<file path="config.mk">
export PLATFORM = sky130hd
export DESIGN_NAME = hazard_fwd_ctrl
export DESIGN_NICKNAME = d
export VERILOG_FILES = /design/src/rtl/hazard_fwd_ctrl.sv
export SDC_FILE = /design/constraint.sdc
export NUM_CORES = 1
export LEC_CHECK = 0
export CAP_MARGIN = 20
export CELL_PAD_IN_SITES_DETAIL_PLACEMENT = 2
export CELL_PAD_IN_SITES_GLOBAL_PLACEMENT = 2
export CORE_MARGIN = 2
export CORE_UTILIZATION = 26
export CTS_CLUSTER_DIAMETER = 120
export DETAILED_ROUTE_END_ITERATION = 10
export MAX_ROUTING_LAYER = met4
export PLACE_DENSITY_LB_ADDON = 0.1
export SLEW_MARGIN = 20
export SYNTH_ARGS = -nofsm -noshare
export SYNTH_HDL_FRONTEND = slang
export SYNTH_SLANG_ARGS = --single-unit
</file>
<file path="constraint.sdc">
create_clock -name clk -period 2 [get_ports clk]
set_input_delay 0.4 -clock clk [delete_from_list [all_inputs] [get_ports clk]]
set_output_delay 0.4 -clock clk [all_outputs]
set_load 0.005 [all_outputs]
</file>
<file path="src/rtl/hazard_fwd_ctrl.sv">
`default_nettype none
//==============================================================================
//  Module   : hazard_fwd_ctrl
//  Purpose  : Hazard detection and operand-forwarding control for a classic
//             5-stage in-order pipeline. It keeps a small shadow copy of the
//             destination info of the instructions in EX, MEM and WB, and
//             derives stall, bubble and flush controls plus the registered
//             ALU operand-forwarding selects.
//  Revision : 1.0  initial release
//------------------------------------------------------------------------------
//  Build option (macro FORWARDING_EN):
//    defined   : EX/MEM forwarding enabled; only load-use costs one stall.
//    undefined : no forwarding; forward selects are constant 00 and any RAW
//                dependency on EX (2 cycles) or MEM (1 cycle) stalls.
//------------------------------------------------------------------------------
//  Ports
//    clk          in   single clock, rising edge
//    rst_n        in   asynchronous active-low reset
//    id_valid     in   instruction in ID is real
//    id_rs1/rs2   in   ID source register indices      [REG_AW-1:0]
//    id_use_rs1/2 in   the corresponding source is read
//    id_rd        in   ID destination index             [REG_AW-1:0]
//    id_regwrite  in   ID instruction writes rd
//    id_memread   in   ID instruction is a load
//    ex_flush     in   taken branch/jump resolved in EX
//    mem_wait     in   data memory busy, whole pipeline freezes
//    forward_A/B  out  operand select: 00 regfile, 01 mem_result, 10 alu_result
//    stall        out  hold PC and IF/ID
//    id_ex_bubble out  load a NOP into ID/EX
//    if_id_flush  out  squash IF/ID contents
//==============================================================================
module hazard_fwd_ctrl #(
    parameter int REG_AW = 5
) (
    input  logic              clk,
    input  logic              rst_n,
    input  logic              id_valid,
    input  logic [REG_AW-1:0] id_rs1,
    input  logic [REG_AW-1:0] id_rs2,
    input  logic              id_use_rs1,
    input  logic              id_use_rs2,
    input  logic [REG_AW-1:0] id_rd,
    input  logic              id_regwrite,
    input  logic              id_memread,
    input  logic              ex_flush,
    input  logic              mem_wait,
    output logic [1:0]        forward_A,
    output logic [1:0]        forward_B,
    output logic              stall,
    output logic              id_ex_bubble,
    output logic              if_id_flush
);

    //--------------------------------------------------------------------------
    // Constants
    //--------------------------------------------------------------------------
    localparam logic [1:0] ST_RUN      = 2'd0;
    localparam logic [1:0] ST_LU_STALL = 2'd1;
    localparam logic [1:0] ST_FREEZE   = 2'd2;

    localparam logic [1:0] SEL_NONE = 2'b00;
    localparam logic [1:0] SEL_MEM  = 2'b01;
    localparam logic [1:0] SEL_ALU  = 2'b10;

    //--------------------------------------------------------------------------
    // Shadow pipeline slots
    //--------------------------------------------------------------------------
    logic              r_ex_valid;
    logic [REG_AW-1:0] r_ex_rd;
    logic              r_ex_regwrite;
    logic              r_ex_memread;

    logic              r_mem_valid;
    logic [REG_AW-1:0] r_mem_rd;
    logic              r_mem_regwrite;
    logic              r_mem_memread;

    logic              r_wb_valid;
    logic [REG_AW-1:0] r_wb_rd;
    logic              r_wb_regwrite;
    logic              r_wb_memread;

    logic [1:0]        r_state;
    logic [1:0]        w_state_nxt;

    logic [1:0]        r_fwd_a;
    logic [1:0]        r_fwd_b;

    //--------------------------------------------------------------------------
    // Source matching
    //--------------------------------------------------------------------------
    logic w_ex_src;
    logic w_mem_src;
    logic w_rs1_ex;
    logic w_rs2_ex;
    logic w_rs1_mem;
    logic w_rs2_mem;

    // A slot can supply a result only if it really writes a non-zero register.
    assign w_ex_src  = r_ex_valid  & r_ex_regwrite  & (r_ex_rd  != '0);
    assign w_mem_src = r_mem_valid & r_mem_regwrite & (r_mem_rd != '0);

    assign w_rs1_ex  = id_valid & id_use_rs1 & w_ex_src  & (id_rs1 == r_ex_rd);
    assign w_rs2_ex  = id_valid & id_use_rs2 & w_ex_src  & (id_rs2 == r_ex_rd);
    assign w_rs1_mem = id_valid & id_use_rs1 & w_mem_src & (id_rs1 == r_mem_rd);
    assign w_rs2_mem = id_valid & id_use_rs2 & w_mem_src & (id_rs2 == r_mem_rd);

    logic       w_hazard;
    logic [1:0] w_sel_a;
    logic [1:0] w_sel_b;

`ifdef FORWARDING_EN
    logic w_ex_load;
    logic w_lu_rs1;
    logic w_lu_rs2;

    // Load-use only depends on the load being valid and targeting a real
    // register; its regwrite flag is not consulted.
    assign w_ex_load = r_ex_valid & r_ex_memread & (r_ex_rd != '0);
    assign w_lu_rs1  = id_valid & id_use_rs1 & w_ex_load & (id_rs1 == r_ex_rd);
    assign w_lu_rs2  = id_valid & id_use_rs2 & w_ex_load & (id_rs2 == r_ex_rd);

    // After one stall cycle the load has moved to MEM and is forwarded from
    // there, so LU_STALL never requests a second bubble.
    assign w_hazard = (w_lu_rs1 | w_lu_rs2) & (r_state != ST_LU_STALL);

    // EX (youngest producer) wins over MEM.
    assign w_sel_a = w_rs1_ex ? SEL_ALU : (w_rs1_mem ? SEL_MEM : SEL_NONE);
    assign w_sel_b = w_rs2_ex ? SEL_ALU : (w_rs2_mem ? SEL_MEM : SEL_NONE);
`else
    // Without forwarding the consumer waits until the producer reaches WB,
    // where the register file makes the value visible to ID.
    assign w_hazard = w_rs1_ex | w_rs2_ex | w_rs1_mem | w_rs2_mem;
    assign w_sel_a  = SEL_NONE;
    assign w_sel_b  = SEL_NONE;

    logic w_unused_state;
    assign w_unused_state = &{1'b0, r_state};
`endif

    // WB contents are tracked for completeness of the shadow pipeline but no
    // decision depends on them.
    logic w_unused_wb;
    assign w_unused_wb = &{1'b0, r_wb_valid, r_wb_rd, r_wb_regwrite, r_wb_memread};

    //--------------------------------------------------------------------------
    // Control decode: mem_wait > ex_flush > load-use / RAW hazard
    //--------------------------------------------------------------------------
    logic w_advance;
    logic w_flush;
    logic w_lu_bubble;
    logic w_insert_nop;

    always_comb begin
        w_advance    = ~mem_wait;
        w_flush      = ~mem_wait & ex_flush;
        w_lu_bubble  = ~mem_wait & ~ex_flush & w_hazard;
        w_insert_nop = w_flush | w_lu_bubble;

        w_state_nxt = ST_RUN;
        if (mem_wait) begin
            w_state_nxt = ST_FREEZE;
        end else if (w_lu_bubble) begin
            w_state_nxt = ST_LU_STALL;
        end
    end

    // Outputs are forced low while reset is asserted, even if mem_wait or
    // ex_flush are driven at that time.
    assign stall        = rst_n & (mem_wait | w_lu_bubble);
    assign id_ex_bubble = rst_n & w_insert_nop;
    assign if_id_flush  = rst_n & w_flush;

    assign forward_A = r_fwd_a;
    assign forward_B = r_fwd_b;

    //--------------------------------------------------------------------------
    // State register
    //--------------------------------------------------------------------------
    always_ff @(posedge clk or negedge rst_n) begin
        if (!rst_n) begin
            r_state <= ST_RUN;
        end else begin
            r_state <= w_state_nxt;
        end
    end

    //--------------------------------------------------------------------------
    // Slot advance and forward-select registers. Everything holds while the
    // pipeline is frozen.
    //--------------------------------------------------------------------------
    always_ff @(posedge clk or negedge rst_n) begin
        if (!rst_n) begin
            r_ex_valid     <= 1'b0;
            r_ex_rd        <= '0;
            r_ex_regwrite  <= 1'b0;
            r_ex_memread   <= 1'b0;
            r_mem_valid    <= 1'b0;
            r_mem_rd       <= '0;
            r_mem_regwrite <= 1'b0;
            r_mem_memread  <= 1'b0;
            r_wb_valid     <= 1'b0;
            r_wb_rd        <= '0;
            r_wb_regwrite  <= 1'b0;
            r_wb_memread   <= 1'b0;
            r_fwd_a        <= SEL_NONE;
            r_fwd_b        <= SEL_NONE;
        end else if (w_advance) begin
            r_wb_valid     <= r_mem_valid;
            r_wb_rd        <= r_mem_rd;
            r_wb_regwrite  <= r_mem_regwrite;
            r_wb_memread   <= r_mem_memread;
            r_mem_valid    <= r_ex_valid;
            r_mem_rd       <= r_ex_rd;
            r_mem_regwrite <= r_ex_regwrite;
            r_mem_memread  <= r_ex_memread;
            if (w_insert_nop) begin
                r_ex_valid    <= 1'b0;
                r_ex_rd       <= '0;
                r_ex_regwrite <= 1'b0;
                r_ex_memread  <= 1'b0;
                r_fwd_a       <= SEL_NONE;
                r_fwd_b       <= SEL_NONE;
            end else begin
                r_ex_valid    <= id_valid;
                r_ex_rd       <= id_rd;
                r_ex_regwrite <= id_regwrite;
                r_ex_memread  <= id_memread;
                r_fwd_a       <= w_sel_a;
                r_fwd_b       <= w_sel_b;
            end
        end
    end

endmodule
`default_nettype wire

</file>
[After elaboration in Yosys (flattened, before gate mapping)]
Index checks and enable logic that the tools add are counted.
Word-level totals
  bits in writable memories: 0
  output and inout port bits: 7
  input port bits: 24
  memories: 0
  logic and storage cells: 42
  bits in read-only memories: 0
  bits in latches: 0
  register bits: 14
Operators by class
  multipliers: 0
  add/subtract/negate cells: 0
  equality and inequality tests: 4
  magnitude comparators: 0
  multiplexer cells: 3
  divide/modulo/power cells: 0
  reductions and logical operators: 2
  shift operators: 0
  bitwise logic cells: 27
Operators with widths (count)
  bitwise AND 1 bit: 20
  == test 5 bit: 4
  nonzero test 5 bit: 2
  2-to-1 mux 5 bit: 1
  OR 1 bit: 5
  2-to-1 mux 1 bit: 2
  NOT 1 bit: 2

[Longest topological paths before layout]
  word-level depth: 10
  mapped depth: 5

[Worst setup path after synthesis]
Ideal clock, no wire load.
  path type: reg2out
  start point: register r_mem_rd[0]
  end point: output port stall
  required time: 1600 ps
  path buffers: 0
  setup slack: 110 ps
  cell stages (with the launch flop): 5
  data arrival time: 1490 ps
  path through: dfrtp_1 > or3_1 > o311a_1 > a22oi_4 > o21ai_0
On the way
  word-level cells in the longest chain between the ends: 9
Ends and longest elaborated chain
  start: declaration: RTL line 74  | logic [REG_AW-1:0] r_mem_rd;
  start signal: assignment: RTL line 214  | r_mem_rd <= r_ex_rd;
  nonzero test 5 bit: RTL line 101  | assign w_mem_src = r_mem_valid & r_mem_regwrite & (r_mem_rd != '0);
  bitwise AND 1 bit: RTL line 101
  bitwise AND 1 bit (2 in series): RTL line 105  | assign w_rs1_mem = id_valid & id_use_rs1 & w_mem_src & (id_rs1 == r_mem_rd);
  OR 1 bit: RTL line 133  | assign w_hazard = w_rs1_ex | w_rs2_ex | w_rs1_mem | w_rs2_mem;
  OR 1 bit (*): RTL line 133
  bitwise AND 1 bit (*): RTL line 157  | w_lu_bubble = ~mem_wait & ~ex_flush & w_hazard;
  OR 1 bit (*): RTL line 170  | assign stall = rst_n & (mem_wait | w_lu_bubble);
  bitwise AND 1 bit (*): RTL line 170
  end: declaration: RTL line 49  | output logic stall,
Mark *: on every way between the ends. The rest lies on a longest branch, timed or not.

[Worst setup path in the final report]
  start point: register r_ex_rd[1]
  end point: output port stall
On the way
  word-level cells in the longest chain between the ends: 10
Ends and longest elaborated chain
  start: declaration: RTL line 69  | logic [REG_AW-1:0] r_ex_rd;
  start signal: assignment: RTL line 226  | r_ex_rd <= id_rd;
  nonzero test 5 bit: RTL line 100  | assign w_ex_src = r_ex_valid & r_ex_regwrite & (r_ex_rd != '0);
  bitwise AND 1 bit: RTL line 100
  bitwise AND 1 bit, on equally long branches (2 in series): RTL line 103, 104
  OR 1 bit (*) (3 in series): RTL line 133
  bitwise AND 1 bit (*): RTL line 157
  OR 1 bit (*): RTL line 170
  bitwise AND 1 bit (*): RTL line 170
Marks and branches as above.

==> out/results.ini <==
[flow_run]
cap_violations=0

[synthesis]
ys_top_cells_by_area=dfrtp_1 41%, xnor2_1 20%, mux2_2 9.1%
synthSimpleGateAreaFrac_pct=9.14
yosysWarningCount=0
yosysTopAreaCellShare_pct=40.6
muxShareOfSynthArea_pct=9.14
synth_edf_count=0
synthAdderAreaFrac_pct=0
async_flop_share_pct=100
postSynthAreaPerCell_sq_um=11.1
synth_seq_cells=14
synth_compound_area_share_pct=15.5
synth_cells=78
yosys.area.top_type=dfrtp_1
ys_types=20
synth_xor_area_share_pct=20.3
syn_area_sq_um=862
synth_top_family_by_area=XOR/XNOR gates
synth_sequential_area_ratio_pct=40.6
synth-main-ff-cell=dfrtp_1

[placed_design]
dpl_cell_area_sq_um=1260
place.gp.congestion=0.835
port_buffers=25
dp_cells=160
dp_hpwl_um=2230
dp_slack_ns=-0.734

[global_routing]
grt_max_degree=15
grt_pass1_wl_um=4270
grt_pass1_vias=922
grt_usage_pct=16.6
use_met3_pct=2.52
grt_antenna_before_repair=0
grt-busiest-layer=met2
use_met2_pct=31.4
met1_usage_pct=17.5
grt_overflow_total=0

[finish]
nets=148
synthToLayoutAreaGrowth_pct=54.6
design_area_sq_um=1330
final_cells=167
layout-drive-gt1-share_pct=30.1
finish.utilization_pct=42.9
n_antenna_cell=0

[sta]
clock_skew_ns=0.00586
setup-tns-final_ns=-0.440
final.period_utilization_pct=111
setup_viol_count_final=2
grt_setup_unrepaired=true
max_freq_mhz=449
drv_slew=0
fin_ws_ns=-0.226
final_hold_viol_count=0
period_needed_ns=2.23

[route]
wl_per_cell_um=16.4
routed_via_density=4.61
ant_nets=0
post-route-drc-count=0
drtIter0Drc=21
routed_wl_um=2730
firstDrtPassIters=2
via_count=770

[clock_tree]
clock-sinks=14
cts_tree=built
clk_pin_slew_ns=0.09
cts_buffer_depth=2
cts_buffers=3
clkLatencyLatePin_ns=0.27
h-tree-depth=1
clock-root-buffer=clkbuf_4
cts_hold_buf=0

[critical_path]
critPathLaunchType=flip-flop
cpLargestDelayFamily=compound AO/OA/AOI/OAI gates
crit_arrival_ns=1.83
crit_fanout=4
crit_required_ns=1.60
cp_num_buf_inv=1
cp_slowest_cell=dfrtp_1
worstSetupPathType=flip-flop to output port
end_kind=output port
max_stage_delay_ns=0.44
cp_cell_sequence=or3_1 > o311a_1 > a22oi_4 > o21ai_1 > buf_2

[die]
io_pins=31
die_width_um=61.6
initial_core_util_pct=27.8
core-area_sq_um=3100
die-area_sq_um=3790
rows=20
die_h_um=61.6

[power_and_ir_drop]
pwr-share-clk_pct=25.8
p_leak_nw=0.596
p_int_uw=561
p_per_area_nw_per_um2=577
ir_drop_uv=257
swShare_pct=27.0
p_seq_share_pct=43.9
p_sw_uw=208
p_comb_share_pct=30.3

[outcome]
status=finished with violations
violations=setup timing

[min_path]
min_path_type=input port to asynchronous set/reset pin

[Yosys cell counts, drive strengths merged (2+ instances only)]
master,n
buf,5
mux2,7
dfrtp,14
xnor2,20
nand4,4
nor2,2
a32o,7
or3,2
o22ai,2
o311a,2
nand2,2
nand3,4
[power by group through the flow]
| stage | sequential [mW] | combinational, mW | clock (mW) |
|---|---|---|---|
| floorplan | 0.340 | 0.106 | 0 |
| global placement | 0.345 | 0.214 | 0 |
| detailed placement | 0.348 | 0.222 | 0 |
| CTS | 0.338 | 0.238 | 0.207 |
| global route | 0.343 | 0.253 | 0.226 |
| finish | 0.338 | 0.233 | 0.198 |
[cells in the final DEF, fill, tap and decap left out]
master and instances:
xnor2_1 20, clkdlybuf4s50_1 19, buf_4 19, dfrtp_1 14, mux2_2 7, a32o_1 7, nand4_1 4, nand3_1 4
conb_1 4, clkbuf_4 3, dlygate4sd2_1 3, o22ai_2 2, or3_1 2, o311a_1 2, nand2_1 2, nor2_1 2
buf_2 2, a22oi_4 1, inv_1 1, o21ai_1 1, nand2b_4 1, a21oi_2 1, clkbuf_8 1, dlymetal6s2s_1 1
[final timing paths]
| path | from | end | slack, ns | cells past startpoint |
|---|---|---|---|---|
| max in group asynchronous | rst_n | r_ex_rd[1]$_DFFE_PN0N_ | 1.49 | 2 |
| worst max-delay path | r_ex_rd[1]$_DFFE_PN0N_ | stall | -0.23 | 5 |
| worst max register to register | r_ex_rd[1]$_DFFE_PN0N_ | r_ex_rd[4]$_DFFE_PN0N_ | 0.23 | 5 |
| worst min-delay path | rst_n | r_ex_rd[3]$_DFFE_PN0N_ | 0.34 | 2 |
| worst min register to register | r_mem_regwrite$_DFFE_PN0N_ | r_mem_regwrite$_DFFE_PN0N_ | 0.54 | 1 |
| min in group clk | r_mem_regwrite$_DFFE_PN0N_ | r_mem_regwrite$_DFFE_PN0N_ | 0.54 | 1 |
[routing by layer]
metal  share of wire, %  up-vias
met5                  0        -
met4               0.77        0
met2                 55       26
met3                5.0        2
li1                   -      370
met1                 39      372
[final cells by class]
class                   instances  area [sq um]
well taps                      44          55.1
fillers                       367          1770
repair buffers                 44           382
inverters                       1          3.75
multi-input cells              60           505
clock buffers                   4          36.3
flip-flops and latches         14           350
[cell families (layout without fill, tap and decap cells)]
family,Yosys count,count (layout)
xor gates and xnor gates,20,20
and+or+nand+nor,15,15
AOI/OAI and AO/OA,14,14
DFF,14,14
muxes,7,7
buffers and inverters,7,49
other,1,4
[sequential cells by signal, indices dropped and copies added (netlist names)]
name	flops
r_ex_rd	5
r_ex_regwrite	1
r_ex_valid	1
r_mem_rd	5
r_mem_regwrite	1
r_mem_valid	1
[per-stage QoR]
step / total power [mW] / hold WS, ns
after floorplan: 0.446 / 0.104
after global placement: 0.559 / 0.496
after detailed placement: 0.570 / 0.533
after CTS: 0.783 / 0.353
after global routing: 0.823 / 0.346
final: 0.769 / 0.335
[what timing repair did]
item / 4_1_cts / 5_1_grt
setup endpoints to repair: 3 / 3
setup buffers: 3 / 0
gates resized for setup: 16 / 1
pin swaps: 10 / 2
No activity file was read; power rests on OpenSTA's default activity.
